[config.mk]
export PLATFORM = sky130hd
export DESIGN_NAME = ram_arbiter
export DESIGN_NICKNAME = d
export VERILOG_FILES = /design/src/rtl/ram_arbiter_pkg.sv /design/src/rtl/rr_select.sv /design/src/rtl/ram_arbiter.sv
export SDC_FILE = /design/constraint.sdc
export NUM_CORES = 1
export LEC_CHECK = 0
export BUFFER_PORTS_ARGS = -buffer_cell sky130_fd_sc_hd__buf_4
export CAP_MARGIN = 20
export CORE_AREA = 2 2 100 102
export DETAILED_ROUTE_END_ITERATION = 10
export DIE_AREA = 0 0 102 104
export REMOVE_ABC_BUFFERS = 1
export SLEW_MARGIN = 10
export SYNTH_ARGS = -nofsm -noshare
export SYNTH_HDL_FRONTEND = slang
export SYNTH_HIERARCHICAL = 1
export SYNTH_SLANG_ARGS = --single-unit
[constraint.sdc]
create_clock -name clk -period 5.5 [get_ports clk]
set_input_delay 1.1 -clock clk [delete_from_list [all_inputs] [get_ports clk]]
set_output_delay 1.1 -clock clk [all_outputs]
set_load 0.02 [all_outputs]
[src/rtl/ram_arbiter_pkg.sv]
// Shared constants for the two-master RAM port A arbiter: requester indices,
// byte-enable width and the contention policy selector.
package ram_arbiter_pkg;

    localparam logic        REQ_M0   = 1'b0;
    localparam logic        REQ_M1   = 1'b1;
    localparam int unsigned BE_WIDTH = 4;

    typedef enum logic {
        ARB_FIXED,
        ARB_ROUND_ROBIN
    } arb_policy_e;

endpackage

[src/rtl/rr_select.sv]
// Two-way grant pick from request pair, previous winner and lock state.
module rr_select
    import ram_arbiter_pkg::*;
#(
    parameter arb_policy_e POLICY = ARB_FIXED
) (
    input  logic [1:0] req,
    input  logic       last_winner,
    input  logic       locked,
    output logic [1:0] gnt,
    output logic       winner
);

    always_comb begin
        gnt    = '0;
        winner = last_winner;
        if (locked && req[last_winner]) begin
            // Previous owner held its lock and is still asking: it keeps the port.
            winner           = last_winner;
            gnt[last_winner] = 1'b1;
        end else if (&req) begin
            winner      = (POLICY == ARB_ROUND_ROBIN) ? ~last_winner : REQ_M0;
            gnt[winner] = 1'b1;
        end else if (req[REQ_M0]) begin
            winner      = REQ_M0;
            gnt[REQ_M0] = 1'b1;
        end else if (req[REQ_M1]) begin
            winner      = REQ_M1;
            gnt[REQ_M1] = 1'b1;
        end
    end

endmodule

[src/rtl/ram_arbiter.sv]
// Arbitrates two masters onto RAM port A with lock support and 1-cycle read return.
// Define RAM_ARB_ROUND_ROBIN_EN for round-robin contention; default is fixed m0 priority.
module ram_arbiter
    import ram_arbiter_pkg::*;
#(
    parameter int unsigned ADDRESS_WIDTH = 16
) (
    input  logic                     clk,
    input  logic                     reset,
    input  logic                     m0_req,
    input  logic                     m0_lock,
    input  logic [BE_WIDTH-1:0]      m0_we,
    input  logic [ADDRESS_WIDTH-1:2] m0_addr,
    input  logic [31:0]              m0_wdata,
    output logic                     m0_gnt,
    output logic                     m0_rvalid,
    output logic [31:0]              m0_rdata,
    input  logic                     m1_req,
    input  logic                     m1_lock,
    input  logic [BE_WIDTH-1:0]      m1_we,
    input  logic [ADDRESS_WIDTH-1:2] m1_addr,
    input  logic [31:0]              m1_wdata,
    output logic                     m1_gnt,
    output logic                     m1_rvalid,
    output logic [31:0]              m1_rdata,
    output logic [BE_WIDTH-1:0]      ram_we,
    output logic [ADDRESS_WIDTH-1:2] ram_addr,
    output logic [31:0]              ram_data,
    input  logic [31:0]              ram_q
);

`ifdef RAM_ARB_ROUND_ROBIN_EN
    localparam arb_policy_e POLICY = ARB_ROUND_ROBIN;
`else
    localparam arb_policy_e POLICY = ARB_FIXED;
`endif

    logic [1:0] req;
    logic [1:0] gnt_pick;
    logic [1:0] gnt;
    logic [1:0] rd_accept;
    logic [1:0] rd_pend;
    logic       winner;
    logic       last_winner;
    logic       locked;

    assign req = {m1_req, m0_req};

    rr_select #(.POLICY(POLICY)) u_select (
        .req         (req),
        .last_winner (last_winner),
        .locked      (locked),
        .gnt         (gnt_pick),
        .winner      (winner)
    );

    assign gnt    = reset ? '0 : gnt_pick;
    assign m0_gnt = gnt[REQ_M0];
    assign m1_gnt = gnt[REQ_M1];

    always_comb begin
        ram_we   = '0;
        ram_addr = m0_addr;
        ram_data = m0_wdata;
        if (gnt[REQ_M1]) begin
            ram_we   = m1_we;
            ram_addr = m1_addr;
            ram_data = m1_wdata;
        end else if (gnt[REQ_M0]) begin
            ram_we   = m0_we;
        end
    end

    assign rd_accept = {gnt[REQ_M1] & ~(|m1_we), gnt[REQ_M0] & ~(|m0_we)};

    always_ff @(posedge clk) begin
        if (reset) begin
            last_winner <= REQ_M1;
            locked      <= 1'b0;
            rd_pend     <= '0;
        end else begin
            rd_pend <= rd_accept;
            if (|gnt) begin
                last_winner <= winner;
                locked      <= (winner == REQ_M1) ? m1_lock : m0_lock;
            end else begin
                locked <= 1'b0;
            end
        end
    end

    // Masked by reset so a read accepted just before reset never returns.
    assign m0_rvalid = rd_pend[REQ_M0] & ~reset;
    assign m1_rvalid = rd_pend[REQ_M1] & ~reset;
    assign m0_rdata  = ram_q;
    assign m1_rdata  = ram_q;

endmodule

==> flow_metrics.tcl, run 1 <==
set metrics [dict create \
    yosys-top-cells-area "buf_4, mux2_2, mux2_4, dfxtp_1, a32o_1" \
    postCtsSetupRepairBufs 0 \
    static-leakage-power_nw 1.18 \
    skew_ps 0.246 \
    diodes 0 \
    cap_violations 0 \
    core_area_sq_um 9550 \
    drc 0 \
    finalSetupTns_ps 0 \
    yosysMostFrequentCell "buf_4" \
    ys_warn_count 6 \
    crit_required_ps 4400 \
    overflow 0 \
    die_y_um 104 \
    drt_pass1_iterations 4 \
    num_rows 36 \
    cts_inserted_buffers 3 \
    synth.distinct_cells 22 \
    grt_pass1_wl_um 8440 \
    arrival_ps 2730 \
    ys_ff_latch 4 \
    grt_max_degree 49 \
    start_kind "input port" \
    cts_tree "built" \
    place.gp.congestion 0.657 \
    dp_hpwl_um 5580 \
    period_needed_ps 3830 \
    cts_hold_repair.buffers 0 \
    drive_gt1_share_pct 88.6 \
    area_growth_pct 61.0 \
    pin_count 256 \
    dieArea_sq_um 10600 \
    synthTopCellsByCount "buf_4, mux2_2, mux2_4, a32o_1, dfxtp_1" \
    final_util_pct 23.5 \
    die_w_um 102 \
    grt_pass1_vias 1367 \
    ys_seq_area_share_pct 5.74 \
    relSlewSlack_pct 49.7 \
    rsz0062_at_grt "false" \
    synth_area_sq_um 1400 \
    synth_top_cell_area_share_pct 35.5 \
    detail-route-antenna-nets 0 \
    ys.flop_type "dfxtp_1" \
    cts-root-buf "clkbuf_8" \
    htreeDepth 1 \
    synth_area_leader_cell "buf_4" \
    cts_buffer_depth 2 \
    power_density_nw_per_um2 128 \
    peakVddDrop_mv 0.0614 \
    antenna_found_initial 0 \
    avgViaCountPerCell 3.94 \
    report.final.hold_viol_count 0 \
    finalSetupViolCount 0 \
    cp-end-kind "output port" \
    routed_wirelength_um 6610 \
    async_flop_share_pct 0 \
    hp-class "reg2reg" \
    synth-edff-count 0 \
    critical_path_class "in2out" \
    clk_pin_slew_ps 30 \
    synthCells 144 \
    fmax_ghz 0.261 \
    worst_pin_slew_ps 753 \
    port_buffers 159 \
    drtIter0Drc 97 \
    cp_max_fo 48 \
    slew_viol_final 0 \
    clock-sinks 4 \
    via_count 1459 \
    fin_crit_sh_pct 69.7 \
    start_util_pct 14.6 \
    insertion_delay_ps 220 \
    nets 377 \
    synth.avg_cell_area_sq_um 9.69 \
    status "completed" \
    drt-wirelength-per-cell_um 17.9 \
    nFillCells 1049 \
    cts-resized-gates 0 \
    grtUsageTotal_pct 11.0 \
]
-- through the flow --
step           total power (W)  cell area [sq um]  cells  worst slack (ps)  hold WS, ps
6_report              0.000287               2250    370              1670          528
5_1_grt               0.000305               2250    370              1560          543
4_1_cts               0.000291               2250    370              1660          531
3_5_place_dp          0.000228               2200    367              1670          527
3_3_place_gp          0.000225               2200    367              1740          510
2_1_floorplan         0.000122                845     75              2090          481
-- power by group --
part | switching, W | internal, W | leakage, nW
Sequential | 0.000000999 | 0.0000306 | 0.0327
Combinational | 0.0000789 | 0.000116 | 1.13
Clock | 0.0000143 | 0.0000466 | 0.0216
-- worst max-delay path, stage by stage --
cell	delay (ps)
buf_4	90
a21boi_1	400
nand2b_4	510
mux2_4	460
buf_4	160
-- flip-flops by register name (all words and copies together) (netlist names) --
| register | cells |
|---|---|
| last_winner | 1 |
| rd_pend | 2 |
| locked | 1 |
-- cells by family after synthesis --
group           Yosys count  synth area share (%)
compound gates            8                  5.11
buf+inv                  70                  39.9
flops                     4                  5.74
mux                      47                  42.7
simple gates             15                  6.55
-- layout make-up --
class,count,area [sq um],area share (%)
inverter,1,6.26,0.279
sequential,4,80.1,3.57
timing repair buffer,159,1190,53.1
tap,133,166,7.41
multi-input combinational,70,758,33.8
clock buffer,3,41.3,1.84
-- per-layer routing --
| layer | GRT usage, % | vias to the layer above | wire (um) |
|---|---|---|---|
| li1 | - | 622 | - |
| met5 | 10.3 | - | 57 |
| met3 | 11.1 | 10 | 1470 |
| met2 | 14.2 | 191 | 2520 |
| met1 | 12.0 | 634 | 2520 |
| met4 | 1.90 | 2 | 49 |
-- placed cells by master, fill, tap and decap left out, types with 2 or more instances in the layout --
cell,count
a32o_1,4
and2_1,2
and2b_1,3
buf_4,159
clkbuf_8,3
dfxtp_1,4
mux2_2,28
mux2_4,18
nand2_1,2
nor2_1,3
-- worst paths after layout --
| path | cells after the start | endpoint | slack, ps | start |
|---|---|---|---|---|
| worst min-delay path | 1 | last_winner | 530 | last_winner |
| worst max register to register | 4 | rd_pend[1] | 3790 | last_winner |
| worst min register to register | 1 | last_winner | 530 | last_winner |
| worst max-delay path | 5 | ram_data[20] | 1670 | m1_req |
Note: power is estimated with default switching activity, not from simulation.
==> run 2: changes to the inputs <==
Settings changed: ABC_AREA set to 1, CORE_AREA 2 2 100 102 to 2 2 101 103, DIE_AREA 0 0 102 104 to 0 0 103 105.
Clock period 5.5 ns to 4 ns, I/O delays scaled along.
==> run 2 against run 1 <==
Against the previous run:
- sequential cell count unchanged
- clock power increased by 40%
- core utilization fell by 0.57 points
- via count rose by 29%
- hold slack gained 30 ps
- worst setup slack worse by 570 ps
- global-route usage increased by 1.6 points
- first-iteration DRC count decreased by 26%
- register-to-register slack worse by 1200 ps
- critical path type unchanged
==> flow_metrics.tcl, run 2 <==
set metrics [dict create \
    peakVddDrop_mv 0.0457 \
    final_cell_mix "buf_4, nand2_1, inv_1" \
    crit_required_ps 3200 \
    p_clk_share_pct 21.0 \
    final_common_cell "buf_4" \
    drt_pass1_iterations 6 \
    reg_top3 "rd_pend x2, last_winner x1, locked x1" \
    cts_hold_repair.buffers 0 \
    cts-resized-gates 0 \
    fin_crit_sh_pct 72.5 \
    die_y_um 105 \
    nets 490 \
    ys_seq_area_share_pct 5.89 \
    async_flop_share_pct 0 \
    area_growth_pct 62.8 \
    avgViaCountPerCell 3.89 \
    cp_max_fo 47 \
    antenna_found_initial 0 \
    regMostFlops "rd_pend" \
    drt-wirelength-per-cell_um 15.5 \
    synthTopCellsByCount "nand2_1, buf_4, inv_1, nand3_1, nor2_1" \
    synthCells 261 \
    fmax_ghz 0.345 \
    synth_area_leader_cell "nand2_1" \
    period_needed_ps 2900 \
    detail-route-antenna-nets 0 \
    dp_hpwl_um 6450 \
    report.final.hold_viol_count 0 \
    cap_violations 0 \
    final_util_pct 22.9 \
    dp.cells 480 \
    pwr-share-seq_pct 10.9 \
    grt_pass1_vias 1824 \
    static-leakage-power_nw 1.34 \
    synth_area_sq_um 1360 \
    port_buffers 159 \
    worst_pin_slew_ps 772 \
    yosys-top-cells-area "nand2_1, buf_4, dfxtp_1, buf_6, inv_1" \
    dieArea_sq_um 10800 \
    start_util_pct 14.1 \
    drtIter0Drc 72 \
    grt_pass1_wl_um 10100 \
    power_density_nw_per_um2 183 \
    drc 0 \
    pin_count 256 \
    synth.distinct_cells 16 \
    ys.flop_type "dfxtp_1" \
    grt_max_degree 55 \
    place.gp.congestion 0.825 \
    routed_wirelength_um 7490 \
    status "completed" \
    postCtsSetupRepairBufs 0 \
    core_area_sq_um 9640 \
    hp-class "reg2reg" \
    htreeDepth 1 \
    finalSetupViolCount 0 \
    diodes 0 \
    cts_buffer_depth 2 \
    synth.avg_cell_area_sq_um 5.21 \
    start_kind "input port" \
    pwr-share-comb_pct 68.1 \
    ys_warn_count 6 \
    rsz0062_at_grt "false" \
    cts-root-buf "clkbuf_8" \
    timing.hold.ws_ps 559 \
    ys_ff_latch 4 \
    slew_viol_final 0 \
    num_rows 36 \
    drive_gt1_share_pct 48.0 \
    layoutNonFillerInstCount 483 \
    synth_top_cell_area_share_pct 39.8 \
    switching_power_w 0.000159 \
    insertion_delay_ps 220 \
    design_power_total_w 0.000405 \
    relSlewSlack_pct 48.6 \
    synth-edff-count 0 \
    p_int_w 0.000246 \
    arrival_ps 2100 \
    cts_inserted_buffers 3 \
    grtUsageTotal_pct 12.5 \
    die_w_um 103 \
    via_count 1881 \
    cts_tree "built" \
    critical_path_class "in2out" \
    overflow 0 \
    yosysMostFrequentCell "nand2_1" \
    clk_pin_slew_ps 30 \
    sw_frac_of_total_pct 39.2 \
    skew_ps 0.821 \
    finalSetupTns_ps 0 \
    clock-sinks 4 \
    largest_register_ff_count 2 \
    cp-end-kind "output port" \
]
## run 2: cell count changes after synthesis, moves of 3 or more
cell / before / now
mux2_4: 18 / 0
a32o_1: 4 / 0
buf_6: 0 / 4
o21ai_0: 0 / 6
nor2_1: 3 / 7
nand3_1: 1 / 7
and2b_1: 3 / 0
mux2_2: 28 / 0
nand2_1: 2 / 144
buf_2: 0 / 6
inv_1: 0 / 11
## run 2: per-stage QoR
| stage | worst slack, ps | instance area, sq um |
|---|---|---|
| final | 1100 | 2210 |
| after global routing | 880 | 2210 |
| after floorplan | 1150 | 803 |
| after global placement | 1070 | 2170 |
| after CTS | 1040 | 2210 |
| after detailed placement | 1040 | 2170 |
## run 2: critical path, cell delays in order
cell     delay (ps)
buf_4            90
inv_1            50
a21oi_2         170
nand2_4          70
inv_2           540
nand2_1         110
nand2_1          90
buf_4           140
## run 2: kinds of logic after synthesis
family | Yosys count | share of synthesized area (%)
DFF | 4 | 5.89
buffers and inverters | 87 | 44.5
AOI/OAI and AO/OA | 8 | 3.22
and+or+nand+nor | 162 | 46.4
## run 2: per-layer routing
layer | vias to the layer above | track usage (%) | share of wire [%]
met2 | 197 | 17.0 | 39
li1 | 893 | - | -
met5 | - | 6.15 | 0.83
met4 | 2 | 1.97 | 0.59
met3 | 7 | 13.6 | 25
met1 | 782 | 13.1 | 35
## run 2: layout make-up
cell class / instances / area (sq um)
Multi-Input combinational cell: 170 / 674
Clock buffer: 3 / 41.3
Inverter: 13 / 48.8
Fill cell: 1122 / 7430
Sequential cell: 4 / 80.1
Timing Repair Buffer: 160 / 1200
Tap cell: 133 / 166
## run 2: final timing paths
path	from	to	slack (ps)	cells after the start
worst max register to register	last_winner	last_winner	2630	7
worst max-delay path	m1_req	ram_data[7]	1100	8
worst min register to register	last_winner	last_winner	560	2
worst min-delay path	last_winner	last_winner	560	2
## run 2: power groups by stage
stage | registers, W | clock network (W) | logic [W]
after global placement | 0.0000445 | 0 | 0.000276
final | 0.0000440 | 0.0000851 | 0.000276
after detailed placement | 0.0000445 | 0 | 0.000279
after CTS | 0.0000440 | 0.0000876 | 0.000279
after global routing | 0.0000443 | 0.0000913 | 0.000299
after floorplan | 0.0000442 | 0 | 0.000117
